`src/rtl/softex_tcdm_lane_splitter_if.sv`:
```
// Bus bundle between the softex wide HCI master, the lane splitter and the MP 64-bit TCDM ports.
// Suffixes are named from the splitter's side: slave is the splitter, master is its environment.
interface softex_tcdm_lane_splitter_if #(
    parameter int unsigned MP = 4,
    parameter int unsigned IW = 8
);
    logic               w_req_i;
    logic               w_gnt_o;
    logic [31:0]        w_add_i;
    logic               w_wen_i;
    logic [MP*8-1:0]    w_be_i;
    logic [MP*64-1:0]   w_data_i;
    logic [IW-1:0]      w_id_i;
    logic               w_r_ready_i;
    logic               w_r_valid_o;
    logic [MP*64-1:0]   w_r_data_o;
    logic [IW-1:0]      w_r_id_o;

    logic [MP-1:0]      n_req_o;
    logic [MP-1:0]      n_gnt_i;
    logic [MP*32-1:0]   n_add_o;
    logic [MP-1:0]      n_wen_o;
    logic [MP*8-1:0]    n_be_o;
    logic [MP*64-1:0]   n_data_o;
    logic [MP*IW-1:0]   n_id_o;
    logic [MP-1:0]      n_r_ready_o;
    logic [MP-1:0]      n_r_valid_i;
    logic [MP*64-1:0]   n_r_data_i;

    modport slave (
        input  w_req_i, w_add_i, w_wen_i, w_be_i, w_data_i, w_id_i, w_r_ready_i,
        output w_gnt_o, w_r_valid_o, w_r_data_o, w_r_id_o,
        output n_req_o, n_add_o, n_wen_o, n_be_o, n_data_o, n_id_o, n_r_ready_o,
        input  n_gnt_i, n_r_valid_i, n_r_data_i
    );

    modport master (
        output w_req_i, w_add_i, w_wen_i, w_be_i, w_data_i, w_id_i, w_r_ready_i,
        input  w_gnt_o, w_r_valid_o, w_r_data_o, w_r_id_o,
        input  n_req_o, n_add_o, n_wen_o, n_be_o, n_data_o, n_id_o, n_r_ready_o,
        output n_gnt_i, n_r_valid_i, n_r_data_i
    );
endinterface

```
`src/rtl/softex_tcdm_lane_splitter.sv`:
```
// Splits a wide HCI TCDM request into MP 64-bit lane requests with independent grants, and
// reassembles per-lane responses in order. Optional protocol checker: SOFTEX_TCDM_LANE_SPLITTER_ERR_EN.
module softex_tcdm_lane_splitter #(
    parameter int unsigned MP          = 4,
    parameter int unsigned LANE_STRIDE = 32,
    parameter int unsigned DEPTH       = 2,
    parameter int unsigned IW          = 8
) (
    input  logic                      clk_i,
    input  logic                      rst_ni,
    input  logic                      clear_i,
    softex_tcdm_lane_splitter_if.slave bus,
    output logic                      err_o
);
    localparam int unsigned   CW      = $clog2(DEPTH + 1);
    localparam int unsigned   PW      = (DEPTH > 1) ? $clog2(DEPTH) : 1;
    localparam logic [PW-1:0] LastPtr = PW'(DEPTH - 1);
    localparam logic [CW-1:0] Full    = CW'(DEPTH);

    function automatic logic [PW-1:0] nextPtr(input logic [PW-1:0] ptr);
        return (ptr == LastPtr) ? '0 : ptr + PW'(1);
    endfunction

    logic [CW-1:0] outstanding_q, outstanding_d;
    logic [MP-1:0] done_q, done_d;
    logic          clearWin_q;
    logic          canIssue, wGnt, wRValid, wPop, dropResp;
    logic [MP-1:0] laneReq, laneFire, lanePush, laneNotEmpty;

    logic [63:0]   laneMem_q [MP][DEPTH];
    logic [PW-1:0] laneWr_q  [MP];
    logic [PW-1:0] laneRd_q  [MP];
    logic [CW-1:0] laneCnt_q [MP];

    logic [IW-1:0] idMem_q [DEPTH];
    logic [PW-1:0] idWr_q, idRd_q;

    // Responses in the clear cycle and the one after belong to a flushed transaction and are discarded.
    always_comb begin
        laneNotEmpty = '0;
        lanePush     = '0;
        canIssue     = outstanding_q < Full;
        laneReq      = {MP{bus.w_req_i & canIssue}} & ~done_q;
        laneFire     = laneReq & bus.n_gnt_i;
        wGnt         = bus.w_req_i & canIssue & (&(done_q | laneFire));
        for (int i = 0; i < MP; i++) begin
            laneNotEmpty[i] = laneCnt_q[i] != '0;
        end
        wRValid  = &laneNotEmpty;
        wPop     = wRValid & bus.w_r_ready_i;
        dropResp = clear_i | clearWin_q;
        for (int i = 0; i < MP; i++) begin
            lanePush[i] = bus.n_r_valid_i[i] & ~dropResp & ((laneCnt_q[i] != Full) | wPop);
        end
        done_d        = (clear_i | ~bus.w_req_i | wGnt) ? '0 : (done_q | laneFire);
        outstanding_d = outstanding_q + CW'(wGnt) - CW'(wPop);
    end

    // Lane i's byte-enable and data slices sit at the same bit positions as on the wide port.
    always_comb begin
        bus.n_req_o     = laneReq;
        bus.w_gnt_o     = wGnt;
        bus.n_r_ready_o = '1;
        bus.n_be_o      = bus.w_be_i;
        bus.n_data_o    = bus.w_data_i;
        bus.w_r_valid_o = wRValid;
        bus.w_r_id_o    = idMem_q[idRd_q];
        bus.n_add_o     = '0;
        bus.n_wen_o     = '0;
        bus.n_id_o      = '0;
        bus.w_r_data_o  = '0;
        for (int i = 0; i < MP; i++) begin
            bus.n_add_o[32*i +: 32]   = bus.w_add_i + 32'(i * LANE_STRIDE);
            bus.n_wen_o[i]            = bus.w_wen_i;
            bus.n_id_o[IW*i +: IW]    = bus.w_id_i;
            bus.w_r_data_o[64*i +: 64] = laneMem_q[i][laneRd_q[i]];
        end
    end

    always_ff @(posedge clk_i or negedge rst_ni) begin
        if (!rst_ni) begin
            outstanding_q <= '0;
            done_q        <= '0;
            clearWin_q    <= 1'b0;
        end else begin
            clearWin_q    <= clear_i;
            done_q        <= done_d;
            outstanding_q <= clear_i ? '0 : outstanding_d;
        end
    end

    always_ff @(posedge clk_i or negedge rst_ni) begin
        if (!rst_ni) begin
            idWr_q  <= '0;
            idRd_q  <= '0;
            idMem_q <= '{default: '0};
        end else if (clear_i) begin
            idWr_q <= '0;
            idRd_q <= '0;
        end else begin
            if (wGnt) begin
                idMem_q[idWr_q] <= bus.w_id_i;
                idWr_q          <= nextPtr(idWr_q);
            end
            if (wPop) begin
                idRd_q <= nextPtr(idRd_q);
            end
        end
    end

    always_ff @(posedge clk_i or negedge rst_ni) begin
        if (!rst_ni) begin
            laneMem_q <= '{default: '0};
            for (int i = 0; i < MP; i++) begin
                laneWr_q[i]  <= '0;
                laneRd_q[i]  <= '0;
                laneCnt_q[i] <= '0;
            end
        end else if (clear_i) begin
            for (int i = 0; i < MP; i++) begin
                laneWr_q[i]  <= '0;
                laneRd_q[i]  <= '0;
                laneCnt_q[i] <= '0;
            end
        end else begin
            for (int i = 0; i < MP; i++) begin
                if (lanePush[i]) begin
                    laneMem_q[i][laneWr_q[i]] <= bus.n_r_data_i[64*i +: 64];
                    laneWr_q[i]               <= nextPtr(laneWr_q[i]);
                end
                if (wPop) begin
                    laneRd_q[i] <= nextPtr(laneRd_q[i]);
                end
                laneCnt_q[i] <= laneCnt_q[i] + CW'(lanePush[i]) - CW'(wPop);
            end
        end
    end

`ifdef SOFTEX_TCDM_LANE_SPLITTER_ERR_EN
    logic [CW-1:0] lanePend_q [MP];
    logic [CW-1:0] lanePend_d [MP];
    logic          errSet, err_q;

    // A lane answer with nothing pending, or one that lands on a full FIFO, is a protocol violation.
    always_comb begin
        errSet = 1'b0;
        for (int i = 0; i < MP; i++) begin
            lanePend_d[i] = lanePend_q[i];
            if (bus.n_r_valid_i[i] && !dropResp) begin
                if (lanePend_q[i] == '0) begin
                    errSet = 1'b1;
                end else begin
                    lanePend_d[i] = lanePend_q[i] - CW'(1);
                end
                if ((laneCnt_q[i] == Full) && !wPop) begin
                    errSet = 1'b1;
                end
            end
            if (laneFire[i]) begin
                lanePend_d[i] = lanePend_d[i] + CW'(1);
            end
        end
    end

    always_ff @(posedge clk_i or negedge rst_ni) begin
        if (!rst_ni) begin
            err_q <= 1'b0;
            for (int i = 0; i < MP; i++) lanePend_q[i] <= '0;
        end else if (clear_i) begin
            err_q <= 1'b0;
            for (int i = 0; i < MP; i++) lanePend_q[i] <= '0;
        end else begin
            err_q <= err_q | errSet;
            for (int i = 0; i < MP; i++) lanePend_q[i] <= lanePend_d[i];
        end
    end

    assign err_o = err_q;
`else
    assign err_o = 1'b0;
`endif

endmodule

```
`src/flat_wrapper.sv`:
```
// flat-port wrapper written by rule: the top's interface ports become plain ports
module softex_tcdm_lane_splitter_flat 
#(
    parameter int unsigned MP          = 4,
    parameter int unsigned LANE_STRIDE = 32,
    parameter int unsigned DEPTH       = 2,
    parameter int unsigned IW          = 8
)
  (clk_i, rst_ni, clear_i, err_o, bus_w_req_i, bus_w_add_i, bus_w_wen_i, bus_w_be_i, bus_w_data_i, bus_w_id_i, bus_w_r_ready_i, bus_w_gnt_o, bus_w_r_valid_o, bus_w_r_data_o, bus_w_r_id_o, bus_n_req_o, bus_n_add_o, bus_n_wen_o, bus_n_be_o, bus_n_data_o, bus_n_id_o, bus_n_r_ready_o, bus_n_gnt_i, bus_n_r_valid_i, bus_n_r_data_i);
  softex_tcdm_lane_splitter_if #(.MP(MP), .IW(IW)) bus_i ();
  input  logic clk_i;
  input  logic rst_ni;
  input  logic clear_i;
  output logic err_o;
  input wire logic [$bits(bus_i.w_req_i)-1:0] bus_w_req_i;
  input wire logic [$bits(bus_i.w_add_i)-1:0] bus_w_add_i;
  input wire logic [$bits(bus_i.w_wen_i)-1:0] bus_w_wen_i;
  input wire logic [$bits(bus_i.w_be_i)-1:0] bus_w_be_i;
  input wire logic [$bits(bus_i.w_data_i)-1:0] bus_w_data_i;
  input wire logic [$bits(bus_i.w_id_i)-1:0] bus_w_id_i;
  input wire logic [$bits(bus_i.w_r_ready_i)-1:0] bus_w_r_ready_i;
  output wire logic [$bits(bus_i.w_gnt_o)-1:0] bus_w_gnt_o;
  output wire logic [$bits(bus_i.w_r_valid_o)-1:0] bus_w_r_valid_o;
  output wire logic [$bits(bus_i.w_r_data_o)-1:0] bus_w_r_data_o;
  output wire logic [$bits(bus_i.w_r_id_o)-1:0] bus_w_r_id_o;
  output wire logic [$bits(bus_i.n_req_o)-1:0] bus_n_req_o;
  output wire logic [$bits(bus_i.n_add_o)-1:0] bus_n_add_o;
  output wire logic [$bits(bus_i.n_wen_o)-1:0] bus_n_wen_o;
  output wire logic [$bits(bus_i.n_be_o)-1:0] bus_n_be_o;
  output wire logic [$bits(bus_i.n_data_o)-1:0] bus_n_data_o;
  output wire logic [$bits(bus_i.n_id_o)-1:0] bus_n_id_o;
  output wire logic [$bits(bus_i.n_r_ready_o)-1:0] bus_n_r_ready_o;
  input wire logic [$bits(bus_i.n_gnt_i)-1:0] bus_n_gnt_i;
  input wire logic [$bits(bus_i.n_r_valid_i)-1:0] bus_n_r_valid_i;
  input wire logic [$bits(bus_i.n_r_data_i)-1:0] bus_n_r_data_i;
  assign bus_i.w_req_i = bus_w_req_i;
  assign bus_i.w_add_i = bus_w_add_i;
  assign bus_i.w_wen_i = bus_w_wen_i;
  assign bus_i.w_be_i = bus_w_be_i;
  assign bus_i.w_data_i = bus_w_data_i;
  assign bus_i.w_id_i = bus_w_id_i;
  assign bus_i.w_r_ready_i = bus_w_r_ready_i;
  assign bus_w_gnt_o = bus_i.w_gnt_o;
  assign bus_w_r_valid_o = bus_i.w_r_valid_o;
  assign bus_w_r_data_o = bus_i.w_r_data_o;
  assign bus_w_r_id_o = bus_i.w_r_id_o;
  assign bus_n_req_o = bus_i.n_req_o;
  assign bus_n_add_o = bus_i.n_add_o;
  assign bus_n_wen_o = bus_i.n_wen_o;
  assign bus_n_be_o = bus_i.n_be_o;
  assign bus_n_data_o = bus_i.n_data_o;
  assign bus_n_id_o = bus_i.n_id_o;
  assign bus_n_r_ready_o = bus_i.n_r_ready_o;
  assign bus_i.n_gnt_i = bus_n_gnt_i;
  assign bus_i.n_r_valid_i = bus_n_r_valid_i;
  assign bus_i.n_r_data_i = bus_n_r_data_i;
  softex_tcdm_lane_splitter #(.MP(MP), .LANE_STRIDE(LANE_STRIDE), .DEPTH(DEPTH), .IW(IW)) u_core (.clk_i(clk_i), .rst_ni(rst_ni), .clear_i(clear_i), .bus(bus_i), .err_o(err_o));
endmodule
```
`config.mk`:
```
export PLATFORM = sky130hd
export DESIGN_NAME = softex_tcdm_lane_splitter_flat
export DESIGN_NICKNAME = d
export VERILOG_FILES = /design/src/rtl/softex_tcdm_lane_splitter_if.sv /design/src/rtl/softex_tcdm_lane_splitter.sv /design/src/flat_wrapper.sv
export SDC_FILE = /design/constraint.sdc
export NUM_CORES = 1
export LEC_CHECK = 0
export BUFFER_PORTS_ARGS = -buffer_cell sky130_fd_sc_hd__buf_2
export CAP_MARGIN = 20
export CORE_AREA = 3 3 515 517
export CTS_CLUSTER_DIAMETER = 60
export DETAILED_ROUTE_END_ITERATION = 16
export DIE_AREA = 0 0 518 520
export SYNTH_ARGS = -nofsm -noshare
export SYNTH_HDL_FRONTEND = slang
export SYNTH_SLANG_ARGS = --single-unit
```
`constraint.sdc`:
```
create_clock -name clk_i -period 3.3 [get_ports clk_i]
set_clock_uncertainty 0.15 [all_clocks]
set_input_delay 0.165 -clock clk_i [delete_from_list [all_inputs] [get_ports clk_i]]
set_output_delay 0.165 -clock clk_i [all_outputs]
set_load 0.005 [all_outputs]
```
==> run metrics <==
first-pass GRT wire length=192.2 mm; Area after DPL=0.03361 mm^2; hpwl dp=122.5 mm; Max rail drop VDD=0.4376 mV; CP max-delay cell=or3_4; TritonCTS buffer count=75; Final Worst Setup Slack=0.5064 ns; initial antenna violation count=77; main area contributors after synthesis=dfrtp_1 (49%), mux2_2 (26%), buf_4 (10%); Syn. warnings=0; CTS tree=built; Via density=3.057; status=finished clean; Remaining DRCs=0; Clock Root Buffer=clkbuf_16; ANT nets after route=0; Yosys cell types=41; Fmax=358.0 MHz; final WL=146.7 mm; gpl congestion=0.9846; CTS max path bufs=3; initial core utilization=10.86%; Slew @ Worst Pin=0.8717 ns; Data arrival, critical path=3.25 ns; flops & latches, synth=553; EDFF count, synth=0; vias=19,470; row count=188; worst-skew pair later-pin latency=0.67 ns; vias in the first global route=21,520; Post-Syn Area=0.02840 mm^2; Core Region=0.2616 mm^2; critical path, cell by cell=nor2_1 -> nand2_1 -> or3_4 -> buf_12 -> a21oi_1 -> dlygate4sd3_1; fillers=29,200; final max-slew violation count=0; Synth area leader=dfrtp_1; setup tns final=0 ns; GRT Overall Usage=10.49%; sequential area share after synthesis=48.73%; final count of hold timing violations=0; Die Height=520 um; max cap viols=0; Worst Setup Path Type=reg -> reg; Syn Inst Count=2,146; CTS H-Tree Depth=3; fraction of registers with async set/reset=100.0%; period utilization=84.65%; Startpoint Class=flip-flop; wire per inst=23.03 um; Iter 0 DRT Violations=598; pre-CTS setup slack=0.3827 ns; CP max stage delay=0.57 ns; worst min path class=in -> async; synth-to-layout area growth=37.95%; Mapped Avg Cell Area=13.23 um^2; total setup buffers inserted after CTS=0; Die ar.=0.2694 mm^2; fraction of layout cells with a size suffix above 1=55.94%; RSZ-0062 raised after global routing=no; I/O pin count=1,325; dpl cells=5,934; grt total ovfl=0; FF+latch area=0.01385 mm^2; Finished Cell Area=0.03917 mm^2; clk slew on worst S/H paths=0.06 ns; Setup violations, final=0; Max Fanout on Critical Path=27; Tmin final=2.794 ns; critical path required time=3.76 ns; # clock sinks=553; power per cell area=572.2 mW/mm^2; PortBufs=713; Leak=17.01 nW; Slew headroom=41.71%; post-synth top area share=48.73%; area of the multi-input gates=0.01112 mm^2; Setup crit end kind=flip-flop; DR pass1 iterations=4; top_reg_cell synth=dfrtp_1; CTS resizes=0; largest net degree at the start of global routing=131; Final Non-Filler Cells=6,370; Die X=518 um; Nets=3,402
==> worst max-delay path: cells and delay by family (launching register included) <==
kind / cells / cell delay, ns
AOI/OAI and AO/OA: 1 / 0.14
buffers and inverters: 2 / 0.82
DFF: 1 / 0.35
and+or+nand+nor: 3 / 1.26
==> cell type report <==
| type | instances | share of cell area (%) |
|---|---|---|
| clock buffer | 99 | 5.455 |
| sequential | 553 | 35.36 |
| inverter | 17 | 0.1629 |
| multi-input combinational | 1092 | 28.38 |
| tap | 3515 | 11.23 |
| clock inverter | 32 | 1.105 |
| timing repair buffer | 1051 | 18.24 |
| antenna | 11 | 0.07027 |
==> report_power, final <==
| group | total (mW) | switching, mW | internal, mW |
|---|---|---|---|
| combinational | 5.23 | 2.62 | 2.61 |
| sequential | 8.89 | 0.685 | 8.20 |
| clock | 8.30 | 3.41 | 4.89 |
| total | 22.4 | 6.72 | 15.7 |
==> per-layer routing <==
| layer | GRT usage [%] | vias to the layer above | wire length [um] |
|---|---|---|---|
| li1 | - | 8307 | - |
| met1 | 8.998 | 9572 | 44510 |
| met2 | 17.43 | 1189 | 68460 |
| met3 | 8.474 | 399 | 25610 |
| met4 | 4.942 | 6 | 7748 |
| met5 | 0.9653 | - | 379 |
==> synth_stat cells (all sizes together), types with 8 or more instances <==
| library cell | count |
|---|---|
| inv | 17 |
| a21oi | 8 |
| ha | 14 |
| nand3 | 26 |
| nand4 | 10 |
| xnor2 | 56 |
| nor4 | 8 |
| nor3 | 9 |
| nand2 | 35 |
| buf | 438 |
| xor2 | 34 |
| clkbuf | 49 |
| mux2 | 792 |
| nor2 | 46 |
| dfrtp | 553 |
==> stage by stage <==
stage / power, mW / hold WS [ns] / utilization [%]
final: 22.41 / 0.04022 / 14.98
after floorplan: 11.41 / -0.2806 / -
after CTS: 22.96 / 0.01005 / 14.97
after global placement: 13.81 / -0.007480 / 12.85
after global routing: 23.77 / 0.05022 / 14.97
after detailed placement: 14.01 / -0.006935 / 12.85
==> cells in the final DEF (no fill, tap or decap), types with 35 or more instances in the layout <==
cell type      count
buf_2            712
clkbuf_16         75
dfrtp_1          549
dlygate4sd3_1    293
mux2_1            98
mux2_2           645
mux2_4            49
nand2_1           35
nor2_1            46
xnor2_1           56
==> sequential cells by signal, indices dropped and copies added, names as in the netlist, 2 cells and up <==
register              flops
u_core.laneWr_q           4
u_core.laneCnt_q          8
u_core.outstanding_q      2
u_core.laneMem_q        512
u_core.idMem_q           16
u_core.laneRd_q           4
u_core.done_q             4
==> worst paths after layout <==
check / start / end / slack [ns] / depth (start not counted)
worst max-delay path: u_core.clearWin_q$_DFF_PN0_ / u_core.laneWr_q[3]$_DFFE_PN0P_ / 0.51 / 6
worst min-delay path: rst_ni / u_core.laneMem_q[405]$_DFFE_PN0P_ / 0.04 / 3
worst max register to register: u_core.clearWin_q$_DFF_PN0_ / u_core.laneWr_q[3]$_DFFE_PN0P_ / 0.51 / 6
worst min register to register: u_core.laneMem_q[215]$_DFFE_PN0P_ / u_core.laneMem_q[215]$_DFFE_PN0P_ / 0.33 / 1
max in group asynchronous: rst_ni / u_core.laneMem_q[273]$_DFFE_PN0P_ / 2.21 / 3
min in group clk_i: bus_n_r_data_i[125] / u_core.laneMem_q[381]$_DFFE_PN0P_ / 0.10 / 3
==> cells by family (layout without fill, tap and decap cells) <==
logic type | count (synthesis) | count (layout) | synth area share, %
XOR/XNOR | 90 | 90 | 2.776
flip-flops | 553 | 553 | 48.73
adder cells (fa/ha/maj) | 14 | 14 | 0.6169
AO/OA/AOI/OAI | 19 | 19 | 0.4407
multiplexers | 792 | 792 | 32.06
other | 2 | 16 | 0.02645
AND/OR/NAND/NOR | 172 | 172 | 3.067
buffers and inverters | 504 | 1199 | 12.28
==> what timing repair did <==
action                                 in CTS  in global routing
hold buffers                              294                  0
setup endpoints to repair                   0                  0
endpoints found under the hold margin    1106                  0
No activity file was read; power rests on OpenSTA's default activity.
